## src/rtl/uart_cmd_pkg.sv

```systemverilog
// Shared types and default response bytes
// for the UART command controller.
package uart_cmd_pkg;

  typedef enum logic [2:0] {
    IDLE    = 3'd0,
    GET_HI  = 3'd1,
    GET_LO  = 3'd2,
    HOLD    = 3'd3,
    SEND    = 3'd4,
    WAIT_TX = 3'd5
  } state_t;

  localparam logic [7:0] ACK_DEF = 8'hA5;
  localparam logic [7:0] NAK_DEF = 8'hEE;

endpackage

```

## src/rtl/uart_cmd_ctrl_frame_timer.sv

```systemverilog
// Inter-byte timeout counter; LIMIT of 0
// disables expiry.
module frame_timer #(
  parameter logic [15:0] LIMIT = 16'd52080
) (
  input  logic clk,
  input  logic rst,
  input  logic en,
  input  logic clr,
  output logic expired
);

  logic [15:0] cnt;

  // count while enabled, sit at zero otherwise
  always_ff @(posedge clk) begin
    if (rst || clr || !en)
      cnt <= '0;
    else
      cnt <= cnt + 16'd1;
  end

  assign expired = (LIMIT != 16'd0) && en &&
                   (cnt == LIMIT - 16'd1);

endmodule

```

## src/rtl/uart_cmd_ctrl.sv

```systemverilog
// Assembles 3-byte command frames from a UART
// receiver and answers each with ACK or NAK.
module uart_cmd_ctrl
  import uart_cmd_pkg::*;
#(
  parameter logic [15:0] TIMEOUT_CYC = 16'd52080,
  parameter logic [7:0]  ACK_BYTE    = ACK_DEF,
  parameter logic [7:0]  NAK_BYTE    = NAK_DEF
) (
  input  logic        clk,
  input  logic        rst,
  input  logic        rx_rdy,
  input  logic [7:0]  rx_data,
  output logic        clr_rx_rdy,
  input  logic        tx_done,
  output logic        trmt,
  output logic [7:0]  tx_data,
  output logic [23:0] cmd,
  output logic        cmd_rdy,
  input  logic        clr_cmd_rdy,
  output logic        frame_err
);

  state_t state;
  state_t state_nxt;
  logic   timing;
  logic   take;
  logic   expired;
  logic   tout;
  logic   ack;
  logic   err_q;

  assign timing = (state == GET_HI) ||
                  (state == GET_LO);
  assign take   = rx_rdy &&
                  (timing || state == IDLE);
  assign tout   = expired && !rx_rdy;
  assign ack    = (state == HOLD) && clr_cmd_rdy;

  frame_timer #(
    .LIMIT (TIMEOUT_CYC)
  ) u_timer (
    .clk     (clk),
    .rst     (rst),
    .en      (timing),
    .clr     (take),
    .expired (expired)
  );

  // frame / response sequencing
  always_comb begin
    state_nxt = state;
    unique case (state)
      IDLE:
        if (rx_rdy) state_nxt = GET_HI;
      GET_HI:
        if (rx_rdy)    state_nxt = GET_LO;
        else if (tout) state_nxt = SEND;
      GET_LO:
        if (rx_rdy)    state_nxt = HOLD;
        else if (tout) state_nxt = SEND;
      HOLD:
        if (clr_cmd_rdy) state_nxt = SEND;
      SEND:
        state_nxt = WAIT_TX;
      WAIT_TX:
        if (tx_done) state_nxt = IDLE;
      default:
        state_nxt = IDLE;
    endcase
  end

  // state register
  always_ff @(posedge clk) begin
    if (rst) state <= IDLE;
    else     state <= state_nxt;
  end

  // capture bytes into their frame slot
  always_ff @(posedge clk) begin
    if (rst)
      cmd <= '0;
    else if (take)
      case (state)
        IDLE:    cmd[23:16] <= rx_data;
        GET_HI:  cmd[15:8]  <= rx_data;
        default: cmd[7:0]   <= rx_data;
      endcase
  end

  // response byte and timeout pulse
  always_ff @(posedge clk) begin
    if (rst) begin
      tx_data <= '0;
      err_q   <= 1'b0;
    end else begin
      err_q <= tout;
      if (tout)     tx_data <= NAK_BYTE;
      else if (ack) tx_data <= ACK_BYTE;
    end
  end

  // strobes are forced low during reset
  assign clr_rx_rdy = take && !rst;
  assign trmt       = (state == SEND) && !rst;
  assign cmd_rdy    = (state == HOLD) && !rst;
  assign frame_err  = err_q && !rst;

endmodule

```

## config.mk

```make
export PLATFORM = sky130hd
export DESIGN_NAME = uart_cmd_ctrl
export DESIGN_NICKNAME = d
export VERILOG_FILES = /design/src/rtl/uart_cmd_pkg.sv /design/src/rtl/uart_cmd_ctrl_frame_timer.sv /design/src/rtl/uart_cmd_ctrl.sv
export SDC_FILE = /design/constraint.sdc
export NUM_CORES = 1
export LEC_CHECK = 0
export ABC_AREA = 1
export CORE_ASPECT_RATIO = 1.1
export CORE_MARGIN = 2
export CORE_UTILIZATION = 40
export CTS_CLUSTER_SIZE = 10
export DETAILED_ROUTE_END_ITERATION = 7
export GPL_TIMING_DRIVEN = 0
export PLACE_DENSITY = 0.63
export SYNTH_ARGS = -nofsm -noshare
export SYNTH_HDL_FRONTEND = slang
export SYNTH_SLANG_ARGS = --single-unit
export TNS_END_PERCENT = 50
```

## constraint.sdc

```tcl
create_clock -name clk -period 1.6 [get_ports clk]
set_input_delay 0.32 -clock clk [delete_from_list [all_inputs] [get_ports clk]]
set_output_delay 0.32 -clock clk [all_outputs]
set_load 0.02 [all_outputs]
```

# ---- Yosys cells after proc, flatten, opt, wreduce, memory -nomap -nowiden
# Index checks and enable logic that the tools add are counted.
dict set report op_classes {
  n_addsub 1
  multipliers 0
  n_div 0
  n_lt_le_gt_ge 0
  n_eq_ne 9
  shifts 0
  mux 9
  bitwise 1
  reduce_logical 23
}
# op count
set op_table {}
lappend op_table {{$mux W3} 6}
lappend op_table {{$pmux W3 S6} 1}
lappend op_table {{$add A16 B1 Y16 const B} 1}
lappend op_table {{$eq A16 B16 Y1 const B} 1}
lappend op_table {{$mux W8} 2}
lappend op_table {{$logic_and A1 B1 Y1} 8}
lappend op_table {{$eq A3 B2 Y1 const B} 2}
lappend op_table {{$eq A3 B3 Y1 const B} 2}
lappend op_table {{$ne A2 B2 Y1 const B} 3}
lappend op_table {{$reduce_and A2 Y1} 3}
lappend op_table {{$logic_or A1 B1 Y1} 4}
lappend op_table {{$reduce_or A2 Y1} 2}
lappend op_table {{$eq A3 B1 Y1 const B} 1}
lappend op_table {{$logic_not A1 Y1} 3}
lappend op_table {{$logic_not A3 Y1} 1}
lappend op_table {{$reduce_and A3 Y1} 1}
lappend op_table {{$reduce_bool A2 Y1} 1}
lappend op_table {{$not A1 Y1} 1}
dict set report word_totals {
  ff_bits 51
  latchBits 0
  mem_bits_rw 0
  rom_bits 0
  inputBits 13
  out_inout_bits 36
  word_cells 51
  memories 0
}

# ---- Logic depth before layout (Yosys ltp)
# Gate-level depths: netlist of the first run.
dict set report depth {
  depth_word 7
  mapped_depth 10
  ltp_nobuf 10
}

# ---- Cells and area by module
# From an unflattened synthesis of the first run, not the netlist that was laid out.
dict set report unflattened {
  hier_cells 295
  hier_area_um2 2087.0
}
# mod n_inst cells_per_inst area_per_inst_um2 seq_area_each_um2
set modules_own_cells {}
lappend modules_own_cells {uart_cmd_ctrl 1 173 1247.4 620.6}
lappend modules_own_cells {frame_timer 1 122 839.6 320.3}

# ---- Least setup slack after synthesis of the first run
# Ideal clock, no wire load.
dict set report synth_timing {
  path_kind {register -> output}
  start {reg state[0]}
  end {out clr_rx_rdy}
  arrival_ns 1.304
  t_required_ns 1.280
  slack_ns -0.024
  stages_incl_launch_ff 7
  n_path_buf 0
  path_cell_list {dfxtp_1 > inv_2 > nor2_2 > nand2_2 > nor2_2 > inv_2 > a31oi_1}
}
dict set report synth_via {
  elab_chain_len 5
  word_cells_on_any_way 7
  cone_classes {eq/ne: 2; reduce/logical: 5}
}
# element line_no
set synth_rtl {}
lappend synth_rtl {{from (decl)} uart_cmd_ctrl.sv:24} ;# state_t state;
lappend synth_rtl {{from (signal assigned)} uart_cmd_ctrl.sv:76} ;# else state <= state_nxt;
lappend synth_rtl {{$eq A3 B1 Y1 / $eq A3 B2 Y1 (equally long branches)} {uart_cmd_ctrl.sv:33, uart_cmd_ctrl.sv:34}}
lappend synth_rtl {{$logic_or A1 B1 Y1} uart_cmd_ctrl.sv:33} ;# assign timing = (state == GET_HI) ||
lappend synth_rtl {{$logic_or A1 B1 Y1 *} uart_cmd_ctrl.sv:36} ;# (timing || state == IDLE);
lappend synth_rtl {{$logic_and A1 B1 Y1 *} uart_cmd_ctrl.sv:35} ;# assign take = rx_rdy &&
lappend synth_rtl {{$logic_and A1 B1 Y1 *} uart_cmd_ctrl.sv:104} ;# assign clr_rx_rdy = take && !rst;
lappend synth_rtl {{to (decl)} uart_cmd_ctrl.sv:14} ;# output logic clr_rx_rdy,
# Mark *: on every way between the ends. The rest lies on a longest branch, timed or not.

# ---- Final worst setup path of the first run
dict set report layout_timing {
  start {reg state[1]}
  end {out clr_rx_rdy}
}
# The elaborated chain is that of the path after synthesis.

==> results of run 1 <==
==> placed cells by master, fill, tap and decap left out, types with 4 or more instances in the layout <==
master	instances
inv_2	5
buf_6	4
a21oi_1	19
dlygate4sd2_1	5
clkdlybuf4s50_1	17
dfxtp_1	45
nand3_1	5
buf_4	25
inv_1	27
nor2_2	5
nand2_1	30
o21ai_0	30
clkbuf_8	6
dlymetal6s2s_1	18
nor2_4	7
nor2_1	55
==> flip-flops by register name, summed over array words and instances, names as in the netlist <==
name         flops
state            3
u_timer.cnt     16
cmd             24
tx_data          3
err_q            1
==> power breakdown <==
group | internal (W) | switching [W] | leakage (nW)
combinational | 0.000247 | 0.000294 | 1.02
sequential | 0.00123 | 0.0000401 | 0.383
clock | 0.000506 | 0.000411 | 0.0612
==> worst min-delay path by stage <==
| stage | start | end | slack, ns | cells past startpoint |
|---|---|---|---|---|
| finish | cmd[18] | cmd[18] | 0.44 | 2 |
| floorplan | rst | tx_data[0] | 0.40 | 1 |
| detailed placement | cmd[18] | cmd[18] | 0.43 | 2 |
| global placement | u_timer.cnt[0] | u_timer.cnt[0] | 0.43 | 1 |
| global route | cmd[20] | cmd[20] | 0.47 | 2 |
| CTS | cmd[18] | cmd[18] | 0.45 | 2 |
==> worst reg2reg max path: stages, from the launching register on <==
cell	delay, ns
dfxtp_1	0.47
inv_2	0.10
nand2_2	0.11
nor2_4	0.05
buf_4	0.13
buf_4	0.12
buf_4	0.15
o21ai_0	0.17
nor2_1	0.06
==> repair_timing <==
item,CTS,global route
hold endpoints to repair,0,0
setup buffers,9,6
resized for setup,44,28
pin swaps,5,9
endpoints found under the setup margin,11,24
==> final cells by class <==
cell class | count | area [um^2] | share of cell area [%]
buffer | 9 | 67.6 | 2.30
clock buffer | 6 | 82.6 | 2.82
clock inverter | 2 | 35.0 | 1.19
inverter | 36 | 144 | 4.91
multi-input combinational | 180 | 971 | 33.1
sequential | 47 | 948 | 32.3
tap | 58 | 72.6 | 2.47
timing repair buffer | 62 | 612 | 20.9
==> through the flow <==
step | setup TNS, ns | util, % | std cells
final | -0.166 | 59.1 | 400
after floorplan | 0 | - | 273
after global routing | -0.342 | 59.1 | 400
after detailed placement | -7.52 | 52.5 | 378
after global placement | -7.98 | 52.5 | 378
after CTS | -0.180 | 56.7 | 394
==> metal layers <==
| metal | global-route usage (%) | up-vias |
|---|---|---|
| met5 | 0 | - |
| met4 | 5.47 | 0 |
| met3 | 5.84 | 11 |
| met2 | 29.3 | 45 |
| met1 | 21.3 | 854 |
| li1 | - | 992 |
==> kinds of logic after synthesis <==
family / after synthesis / synth area share, %
AO/OA/AOI/OAI: 58 / 14.9
buffers and inverters: 46 / 9.92
flip-flops: 47 / 45.8
XOR/XNOR: 2 / 0.852
other: 1 / 0.182
adder cells (fa/ha/maj): 1 / 0.609
AND/OR/NAND/NOR: 118 / 27.8
==> flow_summary.toml, run 1 <==
[route]
m1WireLength_mm = 2.16
met2_length_mm = 2.26
wl_per_cell_um = 12.0
num_vias = 1902
dr_wl_met3_um = 284
drc = 0
routed_wl_mm = 4.79
dr.pass1.iters = 4
highest_layer = "met4"
drtAntennaViolNets = 0
dr.first_iter.drc_count = 92
drt-vias-per-instance = 4.76

[critical_path]
critical_path_depth = 5
worstPathArrival_ns = 1.41
critical_path.max_stage_delay_ns = 0.38
crit_path_top_delay_cell = "dfxtp_4"
critPathCapture = "clr_rx_rdy"
r2r-end = "cmd[9]"
path_class = "flop to output port"
crit_family = "flip-flops"
rrSetupSlack_ns = 0.15
cp_max_fo = 5
reg2regPathDepth = 8
cp.required_ns = 1.28
cp-end-kind = "output port"
worstSetupStartpointType = "flop"
startpoint = "state[1]"
crit_chain = "buf_4 > nor2_4 > nand3_4 > a31oi_4 > buf_6"
reg2reg_from = "state[2]"
cp_num_buf_inv = 2

[clocking]
clockBufferDepth = 2
clk_pin_slew_ns = 0.09
clockRootBuffer = "clkbuf_8"
clk_latency_ns = 0.30
cts_tree = "done"
ctsHoldBuffers = 0
cts.sinks = 47
numCtsBuffers = 5
htreeDepth = 2

[finish]
antenna_cells = 0
syn2layout_area_growth_pct = 42.7
layout-drive-gt1-share_pct = 22.5
nets = 355
nFillCells = 460
finalInstanceArea_um2 = 2930

[synthesis]
synth_cell_types = 32
ys_async_sr_fraction_pct = 0
yosysSeqAreaShare_pct = 45.8
yosys_register_bits = 47
synth_ff_type = "dfxtp_1"
synth_largest_area_cell = "dfxtp_1"
synth_most_common_cell = "nor2_1"
synth_edf_count = 0
syn_area_um2 = 2060
synth_area_leaders = "dfxtp_1 46%, nor2_1 10%, o21ai_0 7.3%"
synth_commonest_cells = "57 x nor2_1, 47 x dfxtp_1, 31 x nand2_1, 30 x o21ai_0, 29 x inv_1"
synthCells = 273
ys_warn_count = 0
postSynthAreaPerCell_um2 = 7.53
synth_fp_nets = 287
yosysTopAreaCellShare_pct = 45.8

[floorplanning]
chipWidth_um = 72.4
die_h_um = 79.2
rows = 27
io_pins = 49
core-area_um2 = 4970
die-area_um2 = 5730
initial_core_util_pct = 41.4

[status]
status = "finished, violations left"
violations = "setup timing"

[timing]
hold_violations = 0
skew_ns = 0.00616
setup_viol = 2
min_period_ns = 1.73
holdWs_ns = 0.443
worst_slack_ns = -0.126
fin_crit_sh_pct = 108
slew_violations = 0
fmax_mhz = 580
rsz0062_at_grt = "yes"

[global_routing]
grt_pass1_vias = 1868
gr-total-overflow = 0
grt_first_pass_wirelength_mm = 8.01
track_usage_pct = 17.6
grt_max_degree = 18
antenna_found_initial = 0

[place]
routabilityCongestion = 0.774
portBuffers = 47
place_area_um2 = 2610
dp_hpwl_mm = 3.32
post-place-ws_ns = -1.11

[worst_hold_path]
hold_path_class = "flop to flop"

[pwr]
powerDensity_nw_per_um2 = 932
ir_drop_mv = 0.487
report.power.total_w = 0.00273
power.leakage_nw = 1.47

[flow_run]
cap_viol_max_count = 0
No activity file was read; power rests on OpenSTA's default activity.
==> run 2, diff against run 1 <==
--- a/config.mk
+++ b/config.mk
@@ -6,6 +6,7 @@
 export NUM_CORES = 1
 export LEC_CHECK = 0
 export ABC_AREA = 1
+export CAP_MARGIN = 5
 export CORE_ASPECT_RATIO = 1.1
 export CORE_MARGIN = 2
 export CORE_UTILIZATION = 40
==> constraint.sdc (replaced) <==
create_clock -name clk -period 1.8 [get_ports clk]
set_input_delay 0.36 -clock clk [delete_from_list [all_inputs] [get_ports clk]]
set_output_delay 0.36 -clock clk [all_outputs]
set_load 0.02 [all_outputs]
==> run 2 against run 1 <==
Against the previous run: the flow now finishes without violations; combinational power fell by 11%; total power fell by 7.0%; sequential share of layout area rose by 0.65 points; non-clock buffer count fell by 3; critical path type is now input port to output port.
==> flow_summary.toml, run 2 (synthesized netlist as in run 1, its figures left out) <==
[critical_path]
startpoint = "rx_rdy"
reg2reg_from = "u_timer.cnt[0]"
cp_num_buf_inv = 4
worstSetupStartpointType = "input port"
path_class = "input port to output port"
crit_family = "buffers and inverters"
cp-end-kind = "output port"
worstPathArrival_ns = 1.42
cp_max_fo = 5
cp.required_ns = 1.44
critical_path.max_stage_delay_ns = 0.38
crit_chain = "dlygate4sd2_1 > inv_2 > nor2_4 > inv_4 > a31oi_4 > buf_6"
crit_path_top_delay_cell = "dlygate4sd2_1"

[global_routing]
grt_max_degree = 16
antenna_found_initial = 0
grt_pass1_vias = 1826
gr-total-overflow = 0
track_usage_pct = 18.5
grt_first_pass_wirelength_mm = 8.26

[route]
routed_wl_mm = 4.90
dr.first_iter.drc_count = 62
dr.pass1.iters = 5
drt-vias-per-instance = 4.75
drc = 0
wl_per_cell_um = 12.4
drtAntennaViolNets = 0
num_vias = 1884

[timing]
fin_crit_sh_pct = 98.8
slew_violations = 0
skew_ns = 0.0100
min_period_ns = 1.78
hold_violations = 0
fmax_mhz = 562
setup_viol = 0
rsz0062_at_grt = "yes"

[worst_hold_path]
min-delay-start = "u_timer.cnt[0]"
hold_path_class = "flop to flop"

[finish]
nets = 352
nFillCells = 465
layout_common_cells = "56 x nor2_1, 45 x dfxtp_1, 38 x clkdlybuf4s50_1"
syn2layout_area_growth_pct = 39.9
layout_commonest_cell = "nor2_1"
antenna_cells = 0
finalInstanceArea_um2 = 2880
reg.largest.list = "cmd x24, u_timer.cnt x16"
top_register = "cmd"
largest_reg_flops = 24
layout-drive-gt1-share_pct = 20.9

[floorplanning]
io_pins = 49
die_h_um = 79.2
core-area_um2 = 4970
initial_core_util_pct = 41.4
die-area_um2 = 5730
rows = 27
chipWidth_um = 72.4

[pwr]
internal_power_w = 0.00187
ir_drop_mv = 0.586
powerDensity_nw_per_um2 = 884
netSwitchingFraction_pct = 26.4
clock_power_share_pct = 36.5
power.leakage_nw = 1.17
p_comb_share_pct = 18.9
report.power.total_w = 0.00254
pwr-share-seq_pct = 44.6
p_switching_w = 0.000671

[clocking]
numCtsBuffers = 5
htreeDepth = 2
cts_tree = "done"
cts.sinks = 47
clk_latency_ns = 0.30
clockBufferDepth = 2
clockRootBuffer = "clkbuf_8"
clk_pin_slew_ns = 0.09

[place]
portBuffers = 47
place_area_um2 = 2600
routabilityCongestion = 0.794
dp_hpwl_mm = 3.33

[status]
status = "finished clean"

[flow_run]
cap_viol_max_count = 0
## run 2: timing repair
item | CTS | global route
resized for setup | 35 | 8
setup endpoints to repair | 4 | 7
hold buffers | 0 | 0
endpoints found under the hold margin | 0 | 0
pin swaps | 6 | 2
setup buffers | 11 | 0
## run 2: cell type report
cell class	count	area [um^2]	area share, %
Inverter	36	144	5.00
Clock inverter	3	67.6	2.35
Clock buffer	5	68.8	2.39
Tap cell	58	72.6	2.52
Buffer	10	75.1	2.61
Timing Repair Buffer	58	538	18.7
Sequential cell	47	948	33.0
Multi-Input combinational cell	180	961	33.4
## run 2: routing by layer
metal / wire (um) / vias to the layer above / global-route usage (%)
met5: 0 / - / 0
met1: 2230 / 858 / 22.1
met2: 2320 / 31 / 30.9
li1: - / 988 / -
met3: 261 / 7 / 5.84
met4: 89 / 0 / 6.60
## run 2: worst paths after layout
check,cells after the start,end,slack [ns]
max,6,clr_rx_rdy,0.02
min,1,u_timer.cnt[0],0.45
max reg2reg,10,u_timer.cnt[14],0.28
min reg2reg,1,u_timer.cnt[0],0.45
## run 2: power groups by stage
stage | Clock, W | Sequential, W | Combinational (W)
after floorplan | 0 | 0.00121 | 0.000169
after global placement | 0 | 0.00115 | 0.000403
after detailed placement | 0 | 0.00115 | 0.000407
after CTS | 0.000940 | 0.00113 | 0.000474
after global routing | 0.000982 | 0.00114 | 0.000523
final | 0.000927 | 0.00113 | 0.000480
## run 2: metrics by stage
step	cells	TNS, ns	utilization, %	worst slack (ns)	hold slack (ns)
floorplan	273	0	-	0.136	0.417
global placement	378	-3.59	52.3	-1.01	0.432
detailed placement	378	-3.41	52.3	-0.997	0.438
CTS	397	-0.0170	57.7	-0.0170	0.451
global route	397	-0.0421	57.9	-0.0421	0.478
finish	397	0	57.9	0.0209	0.448
